[src/rtl/pipelined_add_sub.sv]
// pipelined_add_sub
// Purpose: N-bit adder/subtractor that breaks the carry chain into S chunks of
// N/S bits. Each chunk is resolved in its own pipeline stage. Stage k adds
// chunk k using the carry registered by stage k-1. The unused upper operand
// chunks and the already-resolved lower sum bits travel alongside each beat.
// One global stall freezes every stage while the output is held.
//
// Ports:
//   clk        sole clock, rising edge
//   rst_n      asynchronous active-low reset; clears all stage state
//   in_valid   operand beat present
//   in_ready   block accepts a beat this cycle (= !stall)
//   inA, inB   N-bit operands
//   cin        carry-in for add, borrow-in for subtract
//   sub        0 = add, 1 = subtract (A - B - cin)
//   out_valid  result beat present
//   out_ready  downstream accepts the result
//   sum        N-bit result
//   carry      carry-out; for subtract, 1 = no borrow
//   overflow   two's-complement signed overflow
module pipelined_add_sub #(
  parameter int N = 8,
  parameter int S = 2
) (
  input  logic         clk,
  input  logic         rst_n,
  input  logic         in_valid,
  output logic         in_ready,
  input  logic [N-1:0] inA,
  input  logic [N-1:0] inB,
  input  logic         cin,
  input  logic         sub,
  output logic         out_valid,
  input  logic         out_ready,
  output logic [N-1:0] sum,
  output logic         carry,
  output logic         overflow
);

  localparam int C = N / S;

  logic         w_stall;
  logic [N-1:0] w_bEff;
  logic         w_cEff;

  // Subtraction is A + ~B + ~cin. The operand is inverted once at the input,
  // so every stage runs a plain adder.
  assign w_stall  = out_valid && !out_ready;
  assign in_ready = !w_stall;
  assign w_bEff   = sub ? ~inB : inB;
  assign w_cEff   = sub ? ~cin : cin;

  for (genvar k = 0; k < S; k++) begin : g_stage
    localparam int LO = k * C;
    localparam int HI = LO + C;

    // w_aUp/w_bUp hold the operand bits not yet consumed, starting at this
    // stage's chunk. w_newSum holds every sum bit resolved so far.
    logic          w_vIn;
    logic          w_cIn;
    logic [N-1:LO] w_aUp;
    logic [N-1:LO] w_bUp;
    logic [HI-1:0] w_newSum;
    logic [C:0]    w_chunk;

    logic          r_valid;
    logic          r_carry;
    logic [HI-1:0] r_sum;

    if (k == 0) begin : g_src
      assign w_vIn    = in_valid;
      assign w_cIn    = w_cEff;
      assign w_aUp    = inA;
      assign w_bUp    = w_bEff;
      assign w_newSum = w_chunk[C-1:0];
    end else begin : g_src
      assign w_vIn    = g_stage[k-1].r_valid;
      assign w_cIn    = g_stage[k-1].r_carry;
      assign w_aUp    = g_stage[k-1].g_hold.r_a;
      assign w_bUp    = g_stage[k-1].g_hold.r_b;
      assign w_newSum = {w_chunk[C-1:0], g_stage[k-1].r_sum};
    end

    assign w_chunk = {1'b0, w_aUp[LO +: C]} + {1'b0, w_bUp[LO +: C]}
                   + {{C{1'b0}}, w_cIn};

    // Clearing the data on reset keeps sum/carry at zero while rst_n is low.
    // The valid bit lets bubbles flow through the stages like normal beats.
    always_ff @(posedge clk or negedge rst_n) begin
      if (!rst_n) begin
        r_valid <= 1'b0;
        r_carry <= 1'b0;
        r_sum   <= '0;
      end else if (!w_stall) begin
        r_valid <= w_vIn;
        r_carry <= w_chunk[C];
        r_sum   <= w_newSum;
      end
    end

    if (k < S - 1) begin : g_hold
      logic [N-1:HI] r_a;
      logic [N-1:HI] r_b;

      // Only the operand chunks that later stages still need are carried.
      always_ff @(posedge clk or negedge rst_n) begin
        if (!rst_n) begin
          r_a <= '0;
          r_b <= '0;
        end else if (!w_stall) begin
          r_a <= w_aUp[N-1:HI];
          r_b <= w_bUp[N-1:HI];
        end
      end
    end else begin : g_last
      logic r_ovf;

      // Signed overflow occurs when both effective operands share a sign
      // and the resulting sum has the other sign.
      always_ff @(posedge clk or negedge rst_n) begin
        if (!rst_n) begin
          r_ovf <= 1'b0;
        end else if (!w_stall) begin
          r_ovf <= (w_aUp[N-1] == w_bUp[N-1]) && (w_newSum[N-1] != w_aUp[N-1]);
        end
      end
    end
  end

  assign out_valid = g_stage[S-1].r_valid;
  assign sum       = g_stage[S-1].r_sum;
  assign carry     = g_stage[S-1].r_carry;
  assign overflow  = g_stage[S-1].g_last.r_ovf;

endmodule

[config.mk]
export PLATFORM = sky130hd
export DESIGN_NAME = pipelined_add_sub
export DESIGN_NICKNAME = d
export VERILOG_FILES = /design/src/rtl/pipelined_add_sub.sv
export SDC_FILE = /design/constraint.sdc
export NUM_CORES = 1
export LEC_CHECK = 0
export BUFFER_PORTS_ARGS = -buffer_cell sky130_fd_sc_hd__buf_2
export CORE_AREA = 2 2 55 57
export DETAILED_ROUTE_END_ITERATION = 12
export DIE_AREA = 0 0 57 59
export PLACE_DENSITY = 0.73
export SLEW_MARGIN = 40
export SYNTH_ARGS = -nofsm -noshare
export SYNTH_HDL_FRONTEND = slang
export SYNTH_SLANG_ARGS = --single-unit
[constraint.sdc]
create_clock -name clk -period 3.33 [get_ports clk]
set_clock_uncertainty 0.1 [all_clocks]
set_input_delay 0.999 -clock clk [delete_from_list [all_inputs] [get_ports clk]]
set_output_delay 0.999 -clock clk [all_outputs]
set_load 0.01 [all_outputs]
Word level (Yosys, flattened, before mapping)
Index checks and enable logic that the tools add are counted.
{ "word_totals": {"regBits": 25, "inputBits": 22, "out_inout_bits": 12, "elab_cells": 23} }
{ "op_classes": {"n_addsub": 4, "n_eq_ne": 2, "n_mux": 2, "n_bitwise": 2, "reduce_logical": 4} }
{ "ops": {"columns": ["cell", "n"], "rows": [
  ["4-bit by 4-bit adder with 5-bit output", 2],
  ["5-bit by 1-bit adder with 5-bit output", 2],
  ["8-bit two-way mux", 1],
  ["8-bit inverter", 1],
  ["1-bit logical AND", 2],
  ["1-bit logical NOT", 2],
  ["1-bit equality test", 1],
  ["1-bit two-way mux", 1],
  ["1-bit != test", 1],
  ["1-bit inverter", 1]
]} }

Logic depth before layout (Yosys ltp)
{ "depth": {"word_depth": 4, "mapped_depth": 7} }

Worst setup path before layout
Ideal clock, no wire load.
{ "synth_path": {"path_type": "input-to-reg", "start": "input sub", "end": "register g_stage[0].r_carry", "setup_time_ps": 128, "arrival_time_ps": 2561, "path_slack_ps": 541, "cell_stages": 7, "cell_sequence": "buf_2 > xor2_1 > fa_1 > fa_1 > a21o_1 > a21oi_1 > a21oi_1"} }
{ "synth_via": {"elab_chain_cells": 3, "word_cells_on_any_way": 4, "classes_between": "add/sub: 2; mux: 2"} }
{ "synth_rtl": {"columns": ["element", "line", "text"], "rows": [
  ["from (decl)", "32", "input logic sub,"],
  ["8-bit two-way mux", "50", "assign w_bEff = sub ? ~inB : inB;"],
  ["4-bit by 4-bit adder with 5-bit output", "84", "assign w_chunk = {1'b0, w_aUp[LO +: C]} + {1'b0, w_bUp[LO +: C]}"],
  ["5-bit by 1-bit adder with 5-bit output (*)", "85", "+ {{C{1'b0}}, w_cIn};"],
  ["to (signal assigned)", "96", "r_carry <= w_chunk[C];"],
  ["to (decl)", "67", "logic r_carry;"]
]} }
Every way passes the cells marked *; elsewhere a longest branch is shown, timed or not.
A chain may end at the register's enable or synchronous reset.

Worst setup path in the final report
Same ends and word-level chain as after synthesis.

==> results by group <==
Clocking
  • CTS Buf Count: 3
  • Worst-Skew Late Latency: roughly 0.31 ns
  • CTS Buffer Depth: 2
  • Cts hold-fix bufs: 0
  • Postcts setup bufs: 0
  • Post_cts resized: 0
  • Worst-path clk slew: 0.14 ns
  • Clock sink count: 25
  • Root buf cell: clkbuf_4
  • Number of H-tree levels: 1
  • CTS tree: built

Layout
  • Area growth syn-to-layout: 16.28%
  • Fill cells: 256
  • Post-layout nets: 201
  • ANT cells: 0
  • Design area: between 1500 and 2000 sq um
  • Layout cell share with drive strength beyond 1: around 24%
  • Fin cells: 199

Route
  • Vias: 1015
  • Routed Wire Length: between 2000 and 2500 um
  • Initial DRC count: 28
  • Post-route ant nets: 0
  • # DRC: 0
  • Via density: 5.101
  • Initial DRT Pass Iterations: 6
  • Post-DR wirelength/cell: 11.92 um

Die
  • Starting Density: 48.20%
  • Core area: 2710 sq um
  • Row count: 19
  • I/O pin cnt: 34
  • Die area: 3363 sq um
  • Die Span Y: 59 um
  • Horiz. Die Dim: roughly 57 um

Global routing
  • Total Routing Usage GR: 16.17%
  • Total grt overflow: 0
  • Initial antenna violation count: 0
  • Number of global-route vias before repair: about 1000
  • First-pass GRT wire length: 4202 um
  • Largest net degree at the start of global routing: 26

Synthesis
  • Top-area cell type share of the netlist area: 47.89%
  • Syn Nets: between 150 and 200
  • Avg Cell Area, Syn: slightly below 10 sq um
  • Synth Warn #: 0
  • Most frequent cell after synthesis: nand2_1
  • Synth area leaders: dfrtp_1 48%, nand2_1 12%, fa_1 6.1%
  • Post-Syn Instances: ~140
  • Compound-Gate Fraction of Synth Area: 10.73%
  • Seq cells post-synth: 25
  • Largest family of logic cells by synthesized area: simple AND/OR/NAND/NOR gates
  • Async set or reset register ratio after synthesis: 100.0%
  • Cell taking the most area after synthesis: dfrtp_1
  • Post-Syn Area: 1306 sq um
  • Adder-Cell Fraction of Synth Area: 11.88%
  • Top_reg_cell synth: dfrtp_1
  • Xor-xnor portion of the synthesized cell area: under 10%
  • Synth cell count leaders: 41 x nand2_1, 25 x dfrtp_1, 7 x a21oi_1, 7 x o21ai_0, 7 x xor2_1
  • Synth Area in Simple Gates: between 15 and 20%
  • Mux contribution to synthesized area: less than 1%
  • Register area share after synthesis: 47.89%
  • Yosys cell types: 26
  • Number of synthesized flops with an enable pin: 0

Critical path
  • CP Data Required Time: 3.44 ns
  • CP Launch Type: input port
  • CP endpoint kind: flip-flop
  • Crit-path max FO: 9
  • Crit path DAT: 2.63 ns
  • Setup CP Type: in -> reg

Timing
  • Tcrit/Tclk final: 75.83%
  • Final Hold Viols: 0
  • Worst Max-Slew Pin Slew: approximately 0.54 ns
  • Setup tns final: 0 ns
  • Fin crit period: 2.525 ns
  • RSZ-0062 raised after global routing: false
  • Fmax: 396.0 MHz
  • Rel. slew slack: 64.10%
  • Final setup violation count: 0
  • Final Max Tran Viols: 0

Place
  • Instance area after placement: 1491 sq um
  • HPWL after DPL: 1823 um
  • Placed insts: 195
  • Placer Congestion: 0.7802
  • I/O Buffers: 33

Power
  • Leakage: 0.7902 nW
  • Switching Fraction: a little over a third
  • Sequential share of power: 49.5%
  • Maximum vdd drop: about 300 uV
  • Power Density: 568.5 nW/um^2
  • Clock share of power: 15.6%
  • Gate power share: between 30% and 40%
  • Sw Pwr: 300.0 uW
  • Internal power: 563.5 uW

Run status
  • Status: completed

Min path
  • Worst Hold Class: reg -> reg

Flow run
  • MaxCap Viol Count: 0
placed cells by master, fill, tap and decap left out, drive strengths merged, types with 2 or more instances in the layout:
cell	count
a21o	2
buf	35
nor2b	3
fa	4
inv	6
nand3	2
a21oi	7
clkbuf	3
xnor2	4
o21ai	7
a211oi	2
xor2	7
a21boi	2
nand2	41
dfrtp	25
ha	6
nor2	5
layout make-up:
type	instances	area (sq um)	share of cell area, %
clock buffer	3	22.52	1.483
clock inverter	1	5.005	0.3295
inverter	6	22.52	1.483
multi-input combinational	98	624.3	41.10
sequential	25	625.6	41.19
tap	31	38.79	2.554
timing repair buffer	35	180.2	11.86
flip-flops by register name (all words and copies together), names as in the netlist:
signal,count
sum,8
g_stage.g_hold.r_a,4
g_stage.g_hold.r_b,4
g_stage.r_sum,4
carry,1
g_stage.r_carry,1
g_stage.r_valid,1
out_valid,1
overflow,1
routing by layer:
layer  up-vias  track usage (%)  wire length, um  part of all wire, %
met2        28            29.23             1196                   50
met5         -                0                0                    0
met4         0            8.638               27                  1.1
li1        505                -                -                    -
met1       480            18.79             1044                   44
met3         2            1.965              104                  4.4
kinds of logic after synthesis:
logic type                 count (synthesis)
and+or+nand+nor                           53
DFF                                       25
AOI/OAI and AO/OA                         23
buffers and inverters                     12
xor gates and xnor gates                  11
adders and majority gates                 10
muxes                                      1
worst paths after layout:
| path | cells after the start | startpoint | slack [ns] | end |
|---|---|---|---|---|
| setup / recovery | 7 | sub | 0.80 | g_stage[0].r_carry |
| hold / removal | 2 | sum[4] | 0.38 | sum[4] |
| setup reg to reg | 6 | g_stage[0].r_carry | 1.63 | carry |
| hold reg to reg | 2 | sum[4] | 0.38 | sum[4] |
| max in group asynchronous | 1 | rst_n | 2.23 | g_stage[0].g_hold.r_a[7] |
| min in group asynchronous | 1 | rst_n | 0.55 | sum[7] |
power by group through the flow:
stage | sequential, mW | combinational [mW] | clock, mW
2_1_floorplan | 0.454 | 0.175 | 0
3_3_place_gp | 0.430 | 0.294 | 0
3_5_place_dp | 0.435 | 0.304 | 0
4_1_cts | 0.428 | 0.306 | 0.140
5_1_grt | 0.439 | 0.346 | 0.154
6_report | 0.427 | 0.301 | 0.135
per-stage QoR:
step                      worst slack (ns)  util, %  total power [mW]  hold WS (ns)
final                               0.8048    56.05            0.8635        0.3804
after global routing                0.7135    56.05            0.9394        0.4074
after CTS                           0.8181    56.05            0.8748        0.3877
after detailed placement            0.4677    55.03            0.7391        0.3557
after global placement              0.4900    55.03            0.7240        0.3423
after floorplan                     0.5406        -            0.6293        0.3300
worst max-delay path, stage by stage:
cell     delay [ns]
buf_2          0.18
xor2_1         0.20
fa_1           0.43
fa_1           0.41
a21o_1         0.19
a21oi_1        0.13
a21oi_1        0.08
No activity file was read; power rests on OpenSTA's default activity.
